**src/rtl/bitstream_extractor_if.sv**
```systemverilog
// Byte-in / bits-out handshake bundle for the JPEG entropy-segment bit extractor.
interface bitstream_extractor_if;
  logic [7:0]  byte_in;
  logic        byte_valid;
  logic        byte_ready;
  logic        req_valid;
  logic [3:0]  req_len;
  logic        req_ready;
  logic        data_valid;
  logic [11:0] data_out;
  logic [3:0]  len_out;
  logic [5:0]  bits_avail;
  logic        marker_found;
  logic [7:0]  marker_code;
  logic        marker_clear;

  // Byte source / bit consumer side
  modport master (
    output byte_in, byte_valid, req_valid, req_len, marker_clear,
    input  byte_ready, req_ready, data_valid, data_out, len_out, bits_avail,
           marker_found, marker_code
  );

  // Extractor side
  modport slave (
    input  byte_in, byte_valid, req_valid, req_len, marker_clear,
    output byte_ready, req_ready, data_valid, data_out, len_out, bits_avail,
           marker_found, marker_code
  );
endinterface

```
**src/rtl/bitstream_extractor.sv**
```systemverilog
// Bit extractor for JPEG entropy-coded data: removes 0xFF00 stuffing and fill bytes,
// stops at markers, and hands out 0..12-bit fields from an MSB-aligned bit buffer.
module bitstream_extractor #(
  parameter int unsigned BUF_W = 32
) (
  input  logic                  clk,
  input  logic                  rst_n,
  bitstream_extractor_if.slave  bus
);

  typedef enum logic [1:0] {StNormal, StGotFf, StMarker} state_e;

  state_e           state_q;
  logic [BUF_W-1:0] bits_q, bits_d, shifted;
  logic [5:0]       count_q, count_d, cnt_after;
  logic             data_valid_q;
  logic [11:0]      data_out_q, data_d;
  logic [3:0]       len_out_q;
  logic             marker_found_q;
  logic [7:0]       marker_code_q;

  logic [3:0]       eff_len, consume;
  logic             byte_ready, req_ready, byte_acc, req_acc;
  logic             append;
  logic [7:0]       app_byte;

  assign eff_len    = (bus.req_len > 4'd12) ? 4'd12 : bus.req_len;
  assign byte_ready = (state_q != StMarker) && (count_q <= 6'd24);
  assign req_ready  = (count_q >= {2'b00, eff_len}) && !bus.marker_clear;
  assign byte_acc   = bus.byte_valid && byte_ready;
  assign req_acc    = bus.req_valid && req_ready;

  // Next buffer contents: consume from the top, then drop the new byte just below what remains
  always_comb begin
    append   = 1'b0;
    app_byte = bus.byte_in;
    if (byte_acc) begin
      case (state_q)
        StNormal: append = (bus.byte_in != 8'hFF);
        StGotFf: begin
          if (bus.byte_in == 8'h00) begin
            append   = 1'b1;
            app_byte = 8'hFF;
          end
        end
        default: append = 1'b0;
      endcase
    end
    consume   = req_acc ? eff_len : 4'd0;
    shifted   = bits_q << consume;
    cnt_after = count_q - {2'b00, consume};
    bits_d    = shifted;
    count_d   = cnt_after;
    if (append) begin
      // Bits below the valid region are always zero, so OR-ing in is safe
      bits_d  = shifted | ({app_byte, {(BUF_W-8){1'b0}}} >> cnt_after);
      count_d = cnt_after + 6'd8;
    end
    // Right-align the top eff_len bits; eff_len = 0 shifts everything out
    data_d = bits_q[BUF_W-1 -: 12] >> (4'd12 - eff_len);
  end

  // Stuffing/marker FSM, buffer state and registered output fields
  always_ff @(posedge clk or negedge rst_n) begin
    if (!rst_n) begin
      state_q        <= StNormal;
      bits_q         <= '0;
      count_q        <= '0;
      data_valid_q   <= 1'b0;
      data_out_q     <= '0;
      len_out_q      <= '0;
      marker_found_q <= 1'b0;
      marker_code_q  <= '0;
    end else if (bus.marker_clear) begin
      state_q        <= StNormal;
      bits_q         <= '0;
      count_q        <= '0;
      data_valid_q   <= 1'b0;
      marker_found_q <= 1'b0;
    end else begin
      bits_q       <= bits_d;
      count_q      <= count_d;
      data_valid_q <= req_acc;
      if (req_acc) begin
        data_out_q <= data_d;
        len_out_q  <= eff_len;
      end
      if (byte_acc) begin
        case (state_q)
          StNormal: if (bus.byte_in == 8'hFF) state_q <= StGotFf;
          StGotFf: begin
            if (bus.byte_in == 8'h00) begin
              state_q <= StNormal;
            end else if (bus.byte_in != 8'hFF) begin
              marker_code_q  <= bus.byte_in;
              marker_found_q <= 1'b1;
              state_q        <= StMarker;
            end
          end
          default: state_q <= state_q;
        endcase
      end
    end
  end

  assign bus.byte_ready   = byte_ready;
  assign bus.req_ready    = req_ready;
  assign bus.data_valid   = data_valid_q;
  assign bus.data_out     = data_out_q;
  assign bus.len_out      = len_out_q;
  assign bus.bits_avail   = count_q;
  assign bus.marker_found = marker_found_q;
  assign bus.marker_code  = marker_code_q;

endmodule
```
**src/flat_wrapper.sv**
```systemverilog
// flat-port wrapper written by rule: the top's interface ports become plain ports
module bitstream_extractor_flat 
#(
  parameter int unsigned BUF_W = 32
)
  (clk, rst_n, bus_byte_in, bus_byte_valid, bus_req_valid, bus_req_len, bus_marker_clear, bus_byte_ready, bus_req_ready, bus_data_valid, bus_data_out, bus_len_out, bus_bits_avail, bus_marker_found, bus_marker_code);
  bitstream_extractor_if bus_i ();
  input  logic clk;
  input  logic rst_n;
  input wire logic [$bits(bus_i.byte_in)-1:0] bus_byte_in;
  input wire logic [$bits(bus_i.byte_valid)-1:0] bus_byte_valid;
  input wire logic [$bits(bus_i.req_valid)-1:0] bus_req_valid;
  input wire logic [$bits(bus_i.req_len)-1:0] bus_req_len;
  input wire logic [$bits(bus_i.marker_clear)-1:0] bus_marker_clear;
  output wire logic [$bits(bus_i.byte_ready)-1:0] bus_byte_ready;
  output wire logic [$bits(bus_i.req_ready)-1:0] bus_req_ready;
  output wire logic [$bits(bus_i.data_valid)-1:0] bus_data_valid;
  output wire logic [$bits(bus_i.data_out)-1:0] bus_data_out;
  output wire logic [$bits(bus_i.len_out)-1:0] bus_len_out;
  output wire logic [$bits(bus_i.bits_avail)-1:0] bus_bits_avail;
  output wire logic [$bits(bus_i.marker_found)-1:0] bus_marker_found;
  output wire logic [$bits(bus_i.marker_code)-1:0] bus_marker_code;
  assign bus_i.byte_in = bus_byte_in;
  assign bus_i.byte_valid = bus_byte_valid;
  assign bus_i.req_valid = bus_req_valid;
  assign bus_i.req_len = bus_req_len;
  assign bus_i.marker_clear = bus_marker_clear;
  assign bus_byte_ready = bus_i.byte_ready;
  assign bus_req_ready = bus_i.req_ready;
  assign bus_data_valid = bus_i.data_valid;
  assign bus_data_out = bus_i.data_out;
  assign bus_len_out = bus_i.len_out;
  assign bus_bits_avail = bus_i.bits_avail;
  assign bus_marker_found = bus_i.marker_found;
  assign bus_marker_code = bus_i.marker_code;
  bitstream_extractor #(.BUF_W(BUF_W)) u_core (.clk(clk), .rst_n(rst_n), .bus(bus_i));
endmodule
```
**config.mk**
```make
export PLATFORM = sky130hd
export DESIGN_NAME = bitstream_extractor_flat
export DESIGN_NICKNAME = d
export VERILOG_FILES = /design/src/rtl/bitstream_extractor_if.sv /design/src/rtl/bitstream_extractor.sv /design/src/flat_wrapper.sv
export SDC_FILE = /design/constraint.sdc
export NUM_CORES = 1
export LEC_CHECK = 0
export ABC_AREA = 0
export BUFFER_PORTS_ARGS = -buffer_cell sky130_fd_sc_hd__buf_2
export CAP_MARGIN = 0
export CELL_PAD_IN_SITES_DETAIL_PLACEMENT = 1
export CELL_PAD_IN_SITES_GLOBAL_PLACEMENT = 2
export CORE_ASPECT_RATIO = 1.75
export CORE_UTILIZATION = 32
export DETAILED_ROUTE_END_ITERATION = 6
export HOLD_SLACK_MARGIN = 0.06
export PLACE_DENSITY = 0.76
export REMOVE_ABC_BUFFERS = 1
export SYNTH_ARGS = -nofsm -noshare
export SYNTH_HDL_FRONTEND = slang
export SYNTH_SLANG_ARGS = --single-unit
```
**constraint.sdc**
```tcl
create_clock -name clk -period 4 [get_ports clk]
set_input_delay 0.4 -clock clk [delete_from_list [all_inputs] [get_ports clk]]
set_output_delay 0.4 -clock clk [all_outputs]
set_load 0.005 [all_outputs]
```
==> results.toml <==
[status]
status = "finished clean"

[floorplan]
rows = 63
core_sq_um = 16900
die_area_sq_um = 17700
die_h_um = 175
die-width_um = 101
io-pin-count = 51
start_util_pct = 32.5

[layout]
antennaDiodeCount = 0
drive_gt1_share_pct = 24.0
final_nets = 821
final_design_area_no_fill_sq_um = 6860
fillers = 2092
area_growth_pct = 25.3
layoutNonFillerInstCount = 1026
final_common_cell = "nand2_1"
layout_common_cells = "nand2_1 (89), nor2_1 (83), buf_4 (81), dfrtp_1 (66), a21oi_1 (58)"

[timing]
drv_slew = 0
period_minus_slack_ps = 3820
tightest_slew_ps = 1300
fin_skew_ps = 8.73
hold_viol = 0
finalCritPeriodShare_pct = 95.6
hold_ws_ps = 263
max_freq_mhz = 261
maxSlewHeadroom_pct = 12.4
setup_ws_ps = 176
finalSetupViolations = 0

[flow_run]
maxCapViolCount = 0

[route]
drt_first_pass_iters = 4
met2_length_um = 13500
antenna_left = 0
routed-wl-met3_um = 1320
num_vias = 6277
highest_layer = "met4"
vias_per_cell = 6.12
wl_per_cell_um = 25.5
wl_met1_um = 8890
drc = 0
wl_um = 26200
first_iter_violations = 271

[logic_synthesis]
yosysUniqueCellTypes = 64
synthFlopType = "dfrtp_1"
synth.area.top_cells = "dfrtp_1 (30%), mux2i_1 (8.0%), nand2_1 (6.1%)"
syn_inst = 702
synth_top_area_cell = "dfrtp_1"
ys_seq_elements = 66
syn_area_per_cell_sq_um = 7.80
synth_edf_count = 0
synthArstFlopShare_pct = 100
ys_seq_area_share_pct = 30.1
yosysTopAreaCellShare_pct = 30.1
syn_area_sq_um = 5480
ys_warn_count = 0

[place]
routabilityCongestion = 0.975
place_area_sq_um = 6410
post-place-cells = 1009
pre_cts_ws_ps = -471
port_buffers = 50
hpwl_um = 19700

[grt]
antenna_found_initial = 0
grt_overflow = 0
grt_usage_pct = 30.5
grt_pass1_wl_um = 39600
grt_max_degree = 43
grt_pass1_vias = 6761

[clock_network]
htreeDepth = 3
cts_buffers = 9
clkLatencyLatePin_ps = 340
ctsRootBufferMaster = "clkbuf_16"
clockBufferDepth = 2
cts.clk_slew.worst_paths_ps = 70
cts-hold-fix-buffers = 0
clock-sinks = 66
tritoncts = "yes"

[power]
power_uw = 4650
power_per_cell_area_nw_per_um2 = 678
leakage_uw = 0.00303
ir_drop_uv = 319

[worst_hold_path]
min_path_type = "primary input to async pin"

[critical_path]
crit_type = "flop to flop"
r2r_cells = 17
cp.arrival_ps = 4050
critical_path.max_fanout = 4
end_kind = "flop"
worst_setup_path_start_kind = "flop"
cp.required_ps = 4230
==> cell usage after synthesis, drive strengths merged, types with 3 or more instances <==
cell type	n
and3	5
o2bb2ai	3
a21boi	3
o31ai	6
o21ai	34
a2bb2oi	4
a32oi	3
nor2	85
mux2	13
a2111oi	4
buf	17
and2	6
o211ai	7
inv	17
nand3	15
mux2i	44
o221ai	6
nor3	34
nor4	5
o32ai	4
clkbuf	33
o221a	3
a21o	5
ha	9
xnor2	4
a21oi	58
a211oi	17
dfrtp	66
o22ai	11
or2	4
a22oi	9
or3	6
nand4	9
nand2b	5
a31oi	18
nand2	89
mux4	3
a22o	5
a221oi	8
==> cells by family after synthesis <==
family | share of synthesized area, %
muxes | 11.9
buffers and inverters | 4.89
AOI/OAI and AO/OA | 27.2
DFF | 30.1
xor gates and xnor gates | 0.959
and+or+nand+nor | 22.4
adders and majority gates | 2.42
==> what timing repair did <==
item / in CTS / in global routing
gates resized for setup: 4 / 16
pin swaps: 0 / 4
endpoints found under the setup margin: 5 / 25
gates cloned: 0 / 0
setup buffers: 0 / 1
==> worst max-delay path, stage by stage, from the launching register on <==
cell and delay, ps:
dfrtp_1 390, inv_2 70, ha_1 280, nand2b_1 180, a221oi_4 310, o221a_2 300, nor2_1 80, inv_1 160
ha_1 270, nor2b_1 140, o2111ai_1 210, o2111ai_2 210, nor3_2 220, buf_4 180, nand2_1 110, nor2_1 220
a2111oi_1 90, a211oi_1 290
==> report_power, final <==
group          switching, uW  total (uW)  internal, uW
Sequential               235        1070           839
Clock                    347         960           613
Combinational           1550        2620          1070
==> worst paths after layout <==
check | from | end | slack [ps]
setup / recovery | u_core.bus.bits_avail[0] | u_core.bits_q[26] | 180
hold / removal | rst_n | u_core.bus.len_out[3] | 260
setup reg to reg | u_core.bus.bits_avail[0] | u_core.bits_q[26] | 180
hold reg to reg | u_core.bus.data_out[10] | u_core.bus.data_out[10] | 470
max in group asynchronous | rst_n | u_core.bits_q[31] | 2720
min in group clk | bus_byte_in[1] | u_core.bus.marker_code[1] | 400
==> sequential cells by signal (all words and copies together), names as in the netlist <==
register,count
u_core.bus.marker_code,8
u_core.bus.data_valid,1
u_core.bits_q,32
u_core.bus.bits_avail,6
u_core.bus.marker_found,1
u_core.state_q,2
u_core.bus.len_out,4
u_core.bus.data_out,12
==> final cells by class <==
class | instances | area (sq um) | share of cell area (%)
clock buffers | 10 | 229 | 3.34
inverters | 18 | 67.6 | 0.984
repair buffers | 131 | 858 | 12.5
clock inverters | 6 | 115 | 1.68
well taps | 227 | 284 | 4.14
multi-input cells | 568 | 3660 | 53.3
flip-flops and latches | 66 | 1650 | 24.1
==> routing by layer <==
| layer | vias to the layer above | global-route usage [%] |
|---|---|---|
| li1 | 2799 | - |
| met1 | 3106 | 29.5 |
| met2 | 255 | 54.6 |
| met3 | 117 | 5.64 |
| met4 | 0 | 25.5 |
| met5 | - | 0 |
==> through the flow <==
step	util (%)	setup TNS (ps)
after floorplan	-	-41950
after global placement	38.0	-1480
after detailed placement	38.0	-6470
after CTS	40.2	0
after global routing	40.7	-96.9
final	40.7	0
Note: power is estimated with default switching activity, not from simulation.
